## config.mk

```make
export PLATFORM = sky130hd
export DESIGN_NAME = multiplexer_nto1_arb
export DESIGN_NICKNAME = d
export VERILOG_FILES = /design/src/rtl/multiplexer_nto1_arb.sv
export SDC_FILE = /design/constraint.sdc
export NUM_CORES = 1
export LEC_CHECK = 0
export ABC_AREA = 1
export BUFFER_PORTS_ARGS = -buffer_cell sky130_fd_sc_hd__buf_2
export CAP_MARGIN = 40
export CORE_MARGIN = 4
export CORE_UTILIZATION = 49
export CTS_CLUSTER_DIAMETER = 40
export CTS_CLUSTER_SIZE = 30
export DETAILED_ROUTE_END_ITERATION = 16
export HOLD_SLACK_MARGIN = 0.12
export PLACE_DENSITY_LB_ADDON = 0.2
export SYNTH_ARGS = -nofsm -noshare
export SYNTH_HDL_FRONTEND = slang
export SYNTH_SLANG_ARGS = --single-unit
```

## constraint.sdc

```tcl
create_clock -name clk -period 2.13 [get_ports clk]
set_input_delay 0.426 -clock clk [delete_from_list [all_inputs] [get_ports clk]]
set_output_delay 0.426 -clock clk [all_outputs]
set_load 0.005 [all_outputs]
```

## src/rtl/multiplexer_nto1_arb.sv

```systemverilog
// multiplexer_nto1_arb: N-to-1 valid/ready mux with registered output, fixed-select or round-robin grant
module multiplexer_nto1_arb #(
  parameter int N = 4,
  parameter int WIDTH = 32,
  parameter int MODE = 0,
  localparam int SEL_W = $clog2(N)
) (
  input  logic               clk,
  input  logic               rst_n,
  input  logic [N-1:0]       in_valid,
  output logic [N-1:0]       in_ready,
  input  logic [N*WIDTH-1:0] in_data,
  input  logic [SEL_W-1:0]   sel,
  output logic               out_valid,
  input  logic               out_ready,
  output logic [WIDTH-1:0]   out_data,
  output logic [SEL_W-1:0]   out_ch
);
  logic [SEL_W-1:0] gnt_idx, rr_nxt, rr_ptr_q, rr_ptr_d, out_ch_q, out_ch_d;
  logic [WIDTH-1:0] out_data_q, out_data_d;
  logic gnt_vld, load, out_valid_q, out_valid_d;
  int idx;
  always_comb begin
    gnt_vld = 1'b0;
    gnt_idx = '0;
    idx = 0;
    if (MODE == 0) begin
      for (int i = 0; i < N; i++)
        if (sel == SEL_W'(i) && in_valid[i]) begin
          gnt_vld = 1'b1;
          gnt_idx = SEL_W'(i);
        end
    end else begin
      // walk the ring backwards so the channel closest to rr_ptr wins last
      for (int k = N - 1; k >= 0; k--) begin
        idx = int'(rr_ptr_q) + k;
        idx = (idx >= N) ? idx - N : idx;
        if (in_valid[idx]) begin
          gnt_vld = 1'b1;
          gnt_idx = SEL_W'(idx);
        end
      end
    end
    load = rst_n && (!out_valid_q || out_ready);
    in_ready = (load && gnt_vld) ? ({{(N-1){1'b0}}, 1'b1} << gnt_idx) : '0;
    rr_nxt = (gnt_idx == SEL_W'(N - 1)) ? '0 : gnt_idx + 1'b1;
    out_valid_d = load ? gnt_vld : out_valid_q;
    out_data_d = (load && gnt_vld) ? in_data[int'(gnt_idx)*WIDTH +: WIDTH] : out_data_q;
    out_ch_d = (load && gnt_vld) ? gnt_idx : out_ch_q;
    rr_ptr_d = (MODE == 1 && load && gnt_vld) ? rr_nxt : rr_ptr_q;
  end
  always_ff @(posedge clk or negedge rst_n) begin
    if (!rst_n) begin
      out_valid_q <= 1'b0;
      out_data_q <= '0;
      out_ch_q <= '0;
      rr_ptr_q <= '0;
    end else begin
      out_valid_q <= out_valid_d;
      out_data_q <= out_data_d;
      out_ch_q <= out_ch_d;
      rr_ptr_q <= rr_ptr_d;
    end
  end
  assign out_valid = out_valid_q;
  assign out_data = out_data_q;
  assign out_ch = out_ch_q;
endmodule
```

Yosys cells after proc, flatten, opt, wreduce, memory -nomap -nowiden
Index checks and enable logic that the tools add are counted.

Eq/ne operators: 3. Shift-type cells: 2. Mux-type cells: 8. Reduce and logical (&&, ||, !) cells: 9.

Operators with widths (count): $shiftx A128 B8 Y32 (1); $logic_and A1 B1 Y1 (6); $mux W1 (5); $eq A2 B2 Y1 const B (2); $mux W2 (2); $mux W4 (1); $shl A1 B2 Y4 const A (1); $eq A2 B1 Y1 const B (1); $logic_not A2 Y1 (1); $logic_not A1 Y1 (1); $logic_or A1 B1 Y1 (1).

Register bits after elaboration: 35. Bits of input ports: 137. Output and inout bits: 39. Logic and storage cells: 25.

Depth between registers and ports, before layout
Gate-level depths: netlist (run 1).

Word-level depth: 8. Gate-level depth with buffers: 10. Gate-level depth less buffers: 8.

Worst setup path before layout (run 1)
No wires, ideal clock.

Kind: in2out. From: in sel[0]. To: out in_ready[1]. Data arrival time: 1.170 ns. Data required time: 1.704 ns. Setup slack: 0.534 ns. Cell stages on the path: 7. Path buffers: 1. Cell sequence: nand3_2 -> nand2_4 -> o21ai_2 -> inv_2 -> buf_4 -> nand3_1 -> inv_1.

Cells in the longest elaborated chain, start to end: 8. Elaborated cells on any way between the ends: 18. Those cells by class: eq/ne (3); shift (1); mux (8); reduce/logical (6).

RTL lines: start, declared (line 13) `input logic [SEL_W-1:0] sel,`; $logic_not A2 Y1 (line 29) `if (sel == SEL_W'(i) && in_valid[i]) begin`; $logic_and A1 B1 Y1 (line 29); $mux W1 (4 in series) (line 29); $logic_and A1 B1 Y1 (line 45) `in_ready = (load && gnt_vld) ? ({{(N-1){1'b0}}, 1'b1} << gnt_idx) : '0;`; $mux W4 (*) (line 45); end, declared (line 11) `output logic [N-1:0] in_ready,`.

Every way passes the cells marked *; elsewhere a longest branch is shown, timed or not.

Worst setup path in the final report (run 1)
From: in sel[1]. To: out in_ready[1].

Same word-level chain as after synthesis.

==> results.yml, run 1 <==
power_and_ir_drop:
  peakVddDrop_mv: 0.306
  p_leak_nw: 2.81
  power.density_nw_per_um2: 575
global_route:
  grt_pass1_vias: 3247
  overflow: 0
  antenna_found_initial: 0
  grt_pass1_wl_mm: 14.3
  grt_max_degree: 39
  grtUsageTotal_pct: 23.2
critical_path:
  r2r_end: "out_data[0]"
  path_cells: "buf_2 > inv_1 > nand3_2 > nand2_1 > o21ai_4 > inv_2 > nand3_1 > inv_1 > buf_2"
  worst_setup_path_end_kind: "primary output"
  crit_type: "input pin to primary output"
  reg2reg_slack_ns: 0.73
  rr_worst_depth: 7
  critPathSlowestCell: "o21ai_4"
  r2r-start: "out_valid"
  required_ns: 1.70
  path_max_fanout: 9
  arrival_ns: 1.35
  critPathLaunchType: "input pin"
  critical-path-max-stage-delay_ns: 0.27
clock_network:
  clk_pin_slew_worst_paths_ns: 0.07
  cts_htree_levels: 2
  cts_buffers: 5
  clk_path_buf_depth: 2
  cts_num_sinks: 35
  cts-root-buf: "clkbuf_8"
  hold_buffers: 0
  clkLatencyLatePin_ns: 0.28
  post_cts_resized: 0
  cts_tree: "yes"
  post_cts.repair.setup_buffers: 0
logic_synthesis:
  synthFlopType: "dfrtp_1"
  synth_cell_types: 18
  synth_area_um2: 3090
  ys_seq_elements: 35
  synth_seq_area_share_pct: 28.3
  synth.most_common_cell: "nand2_1"
  synth_commonest_cells: "nand2_1 (197), inv_1 (131), nand3_1 (130)"
  synth_area_leaders: "dfrtp_1 (28%), nand2_1 (24%), nand3_1 (21%), inv_1 (16%), buf_2 (3.1%)"
  synth_edf_count: 0
  async_reset_ff_share_pct: 100
  synth_fp_nets: 679
  syn_avg_cell_area_um2: 5.71
  syn_inst: 542
  synth_top_cell_by_area: "dfrtp_1"
  yosys_warnings: 0
  synth_top_area_share_pct: 28.3
timing:
  period_share_pct: 83.4
  clock.fmax_mhz: 563
  fin_worst_skew_ns: 0.00353
  hold_viol: 0
  worst_pin_slew_ns: 0.429
  grt_setup_unrepaired: "false"
  slew_headroom_pct: 71.4
  finalSetupViolations: 0
  final_max_slew_viol_count: 0
  timing.setup.tns_ns: 0
  fin_crit_ns: 1.78
die:
  dieArea_um2: 7650
  io-pin-count: 176
  start_util_pct: 51.3
  die_h_um: 87.5
  die_x_um: 87.5
  rows: 28
  coreArea_um2: 6030
run:
  max_cap_viol_count: 0
drt:
  finalWirelength_mm: 8.95
  drt_iter0_markers: 107
  num_vias: 3699
  wl_per_cell_um: 11.5
  via_per_inst: 4.75
  drc: 0
  firstDrtPassIters: 4
  antenna_left: 0
placed_design:
  dp.cells: 770
  dp.final_hpwl_mm: 6.81
  place.gp.congestion: 0.885
  io_buffers: 175
finish:
  areaGrowthSynthToFinish_pct: 29.7
  layoutNonFillerInstCount: 778
  nets: 839
  diodes: 0
  drive_gt1_share_pct: 29.0
worst_hold_path:
  hold_path.class: "input pin to asynchronous set/reset pin"
run_status:
  status: "finished clean"
worst max path at each step:
stage,from,to,slack [ns]
2_1_floorplan,sel[0],in_ready[1],0.53
3_3_place_gp,sel[0],in_ready[1],0.39
3_5_place_dp,sel[1],in_ready[1],0.35
4_1_cts,sel[1],in_ready[1],0.35
5_1_grt,sel[1],in_ready[1],0.26
6_report,sel[1],in_ready[1],0.35
cell type report:
| cell class | count | area [µm²] |
|---|---|---|
| sequential | 35 | 876 |
| timing repair buffer | 187 | 966 |
| multi-input combinational | 339 | 1490 |
| clock buffer | 6 | 72.6 |
| inverter | 134 | 503 |
| fill | 565 | 2010 |
| tap | 75 | 93.8 |
| clock inverter | 2 | 12.5 |
registers in the layout, indices dropped and copies added, names as in the netlist:
| register | count |
|---|---|
| out_data | 32 |
| out_ch | 2 |
| out_valid | 1 |
metrics by stage:
stage	worst slack [ns]	hold slack (ns)	utilization, %	area [µm²]	total power, W
finish	0.353	0.202	66.6	4010	0.00231
global route	0.264	0.237	66.6	4010	0.00249
CTS	0.346	0.218	66.6	4010	0.00233
detailed placement	0.348	0.460	65.2	3930	0.00187
global placement	0.395	0.457	65.2	3930	0.00184
floorplan	0.534	0.130	-	3090	0.00144
critical path, delay by kind of cell:
family                 cells  cell delay [ns]
AO/OA/AOI/OAI              1             0.27
buffers and inverters      5             0.39
AND/OR/NAND/NOR            3             0.26
cells by family (layout without fill, tap and decap cells):
kind of cell	after synthesis	after routing	synth area share [%]
simple gates	335	335	47.0
buf+inv	168	329	23.8
flops	35	35	28.3
compound gates	4	4	0.849
cells in the final DEF, fill, tap and decap left out:
cell,n
buf_4,12
o21ai_0,1
nand2_1,197
nand3_1,130
inv_1,131
dfrtp_1,35
nor2_1,2
inv_2,3
o21ai_1,1
clkbuf_8,5
buf_2,175
clkinvlp_4,1
nand3_2,3
nand2_4,1
clkinv_2,1
o21a_1,1
o21ai_4,1
nor3_2,1
nand2_2,1
clkbuf_1,1
routing by layer:
metal	GRT usage, %	vias up	share of wire (%)
met2	42.3	143	50
met1	27.7	1624	41
met4	6.97	0	1.8
met3	3.60	14	7.7
met5	0	-	0
li1	-	1918	-
power breakdown:
| part | internal [W] | leakage, nW | switching, W |
|---|---|---|---|
| logic | 0.000412 | 2.33 | 0.000482 |
| clock network | 0.000228 | 0.0412 | 0.000235 |
| registers | 0.000845 | 0.438 | 0.000106 |
No activity file was read; power rests on OpenSTA's default activity.
==> run 2: changes to the inputs <==
--- a/config.mk
+++ b/config.mk
@@ -9,7 +9,7 @@
 export BUFFER_PORTS_ARGS = -buffer_cell sky130_fd_sc_hd__buf_2
 export CAP_MARGIN = 40
 export CORE_MARGIN = 4
-export CORE_UTILIZATION = 49
+export CORE_UTILIZATION = 45
 export CTS_CLUSTER_DIAMETER = 40
 export CTS_CLUSTER_SIZE = 30
 export DETAILED_ROUTE_END_ITERATION = 16
==> constraint.sdc (replaced) <==
create_clock -name clk -period 1.85 [get_ports clk]
set_input_delay 0.37 -clock clk [delete_from_list [all_inputs] [get_ports clk]]
set_output_delay 0.37 -clock clk [all_outputs]
set_load 0.005 [all_outputs]
==> results.yml, run 2 (synthesis results as in run 1) <==
run_status:
  status: "finished clean"
power_and_ir_drop:
  p_leak_nw: 2.85
  peakVddDrop_mv: 0.298
  power.density_nw_per_um2: 661
drt:
  via_per_inst: 4.65
  drt_iter0_markers: 121
  wl_met2_mm: 4.58
  finalWirelength_mm: 9.14
  wl_per_cell_um: 11.6
  num_vias: 3647
  wl_met1_mm: 3.79
  top_layer_used: "met4"
  firstDrtPassIters: 4
  antenna_left: 0
  drc: 0
  wl_met3_um: 719
critical_path:
  required_ns: 1.48
  crit_type: "flop to primary output"
  critical-path-max-stage-delay_ns: 0.39
  critPathLaunchType: "flop"
  worst_setup_path_end_kind: "primary output"
  critPathSlowestCell: "dfrtp_1"
  crit_family: "flip-flops"
  path_max_fanout: 6
  reg2reg_slack_ns: 0.46
  path_buf_inv: 3
  arrival_ns: 1.38
  path_cells: "inv_1 > o21a_1 > o21ai_4 > buf_4 > nor2_1 > buf_2"
finish:
  largest_reg_flops: 32
  areaGrowthSynthToFinish_pct: 31.7
  layout_commonest_cell: "nand2_1"
  nets: 845
  layout_common_cells: "nand2_1 (197), buf_2 (175), inv_1 (131), nand3_1 (130), dfrtp_1 (35)"
  drive_gt1_share_pct: 29.7
  layoutNonFillerInstCount: 785
  fillCellCount: 663
  diodes: 0
timing:
  timing.setup.tns_ns: 0
  slew_headroom_pct: 69.7
  worst_pin_slew_ns: 0.455
  fin_crit_ns: 1.75
  final_max_slew_viol_count: 0
  finalSetupViolations: 0
  period_share_pct: 94.7
  grt_setup_unrepaired: "false"
  fin_worst_skew_ns: 0.00492
  clock.fmax_mhz: 571
  hold_viol: 0
clock_network:
  hold_buffers: 0
  clk_path_buf_depth: 2
  post_cts_resized: 0
  post_cts.repair.setup_buffers: 0
  cts_htree_levels: 2
  cts_num_sinks: 35
  cts_tree: "yes"
  cts-root-buf: "clkbuf_8"
  cts_buffers: 5
  clk_pin_slew_worst_paths_ns: 0.07
  clkLatencyLatePin_ns: 0.28
placed_design:
  place.gp.congestion: 0.816
  io_buffers: 175
  dp.cells: 778
  dp.final_hpwl_mm: 7.13
global_route:
  overflow: 0
  grt_pass1_wl_mm: 15.6
  antenna_found_initial: 0
  grtUsageTotal_pct: 22.2
  grt_max_degree: 65
  grt_pass1_vias: 3510
run:
  max_cap_viol_count: 0
die:
  io-pin-count: 176
  die_h_um: 90.9
  rows: 29
  coreArea_um2: 6490
  start_util_pct: 47.6
  dieArea_um2: 8270
  die_x_um: 90.9
worst_hold_path:
  hold_path.class: "input pin to asynchronous set/reset pin"
## run 2: changes by cell type in the layout (fill, tap and decap cells not counted)
cell | previous run | this run
buf_12 | 0 | 1
buf_4 | 12 | 17
clkbuf_1 | 1 | 0
clkbuf_8 | 5 | 6
clkinvlp_4 | 1 | 0
## run 2: worst paths after layout
kind,cells after the start,start,endpoint
setup / recovery,6,out_valid,in_ready[2]
hold / removal,2,rst_n,out_data[7]
setup reg to reg,7,out_valid,out_data[15]
hold reg to reg,2,out_data[29],out_data[29]
max in group asynchronous,2,rst_n,out_ch[1]
min in group clk,3,out_ready,out_valid
## run 2: where the power goes
part           switching (W)  internal, W  total (W)
registers           0.000118     0.000973    0.00109
logic               0.000558     0.000489    0.00105
clock network       0.000265     0.000292   0.000557
## run 2: metrics by stage
| stage | util (%) | total power (W) | worst slack, ns | area [µm²] | hold WS [ns] |
|---|---|---|---|---|---|
| after CTS | 62.7 | 0.00273 | 0.0839 | 4080 | 0.169 |
| after floorplan | - | 0.00165 | 0.366 | 3090 | 0.0744 |
| after global placement | 61.4 | 0.00214 | 0.196 | 3990 | 0.457 |
| after detailed placement | 61.4 | 0.00216 | 0.158 | 3990 | 0.462 |
| after global routing | 62.7 | 0.00292 | 0.00708 | 4080 | 0.193 |
| final | 62.7 | 0.00269 | 0.0982 | 4080 | 0.155 |
## run 2: layout make-up
type                    count  area (µm²)  area share (%)
clock inverters             1        5.00           0.123
repair buffers            193        1020            25.1
clock buffers               6        82.6            2.03
flip-flops and latches     35         876            21.5
well taps                  77        96.3            2.36
inverters                 134         503            12.3
multi-input cells         339        1490            36.5
## run 2: routing by layer
layer  vias up  global-route usage [%]
li1       1930                       -
met5         -                       0
met3         5                    4.92
met1      1579                    26.7
met2       133                    40.5
met4         0                    4.52
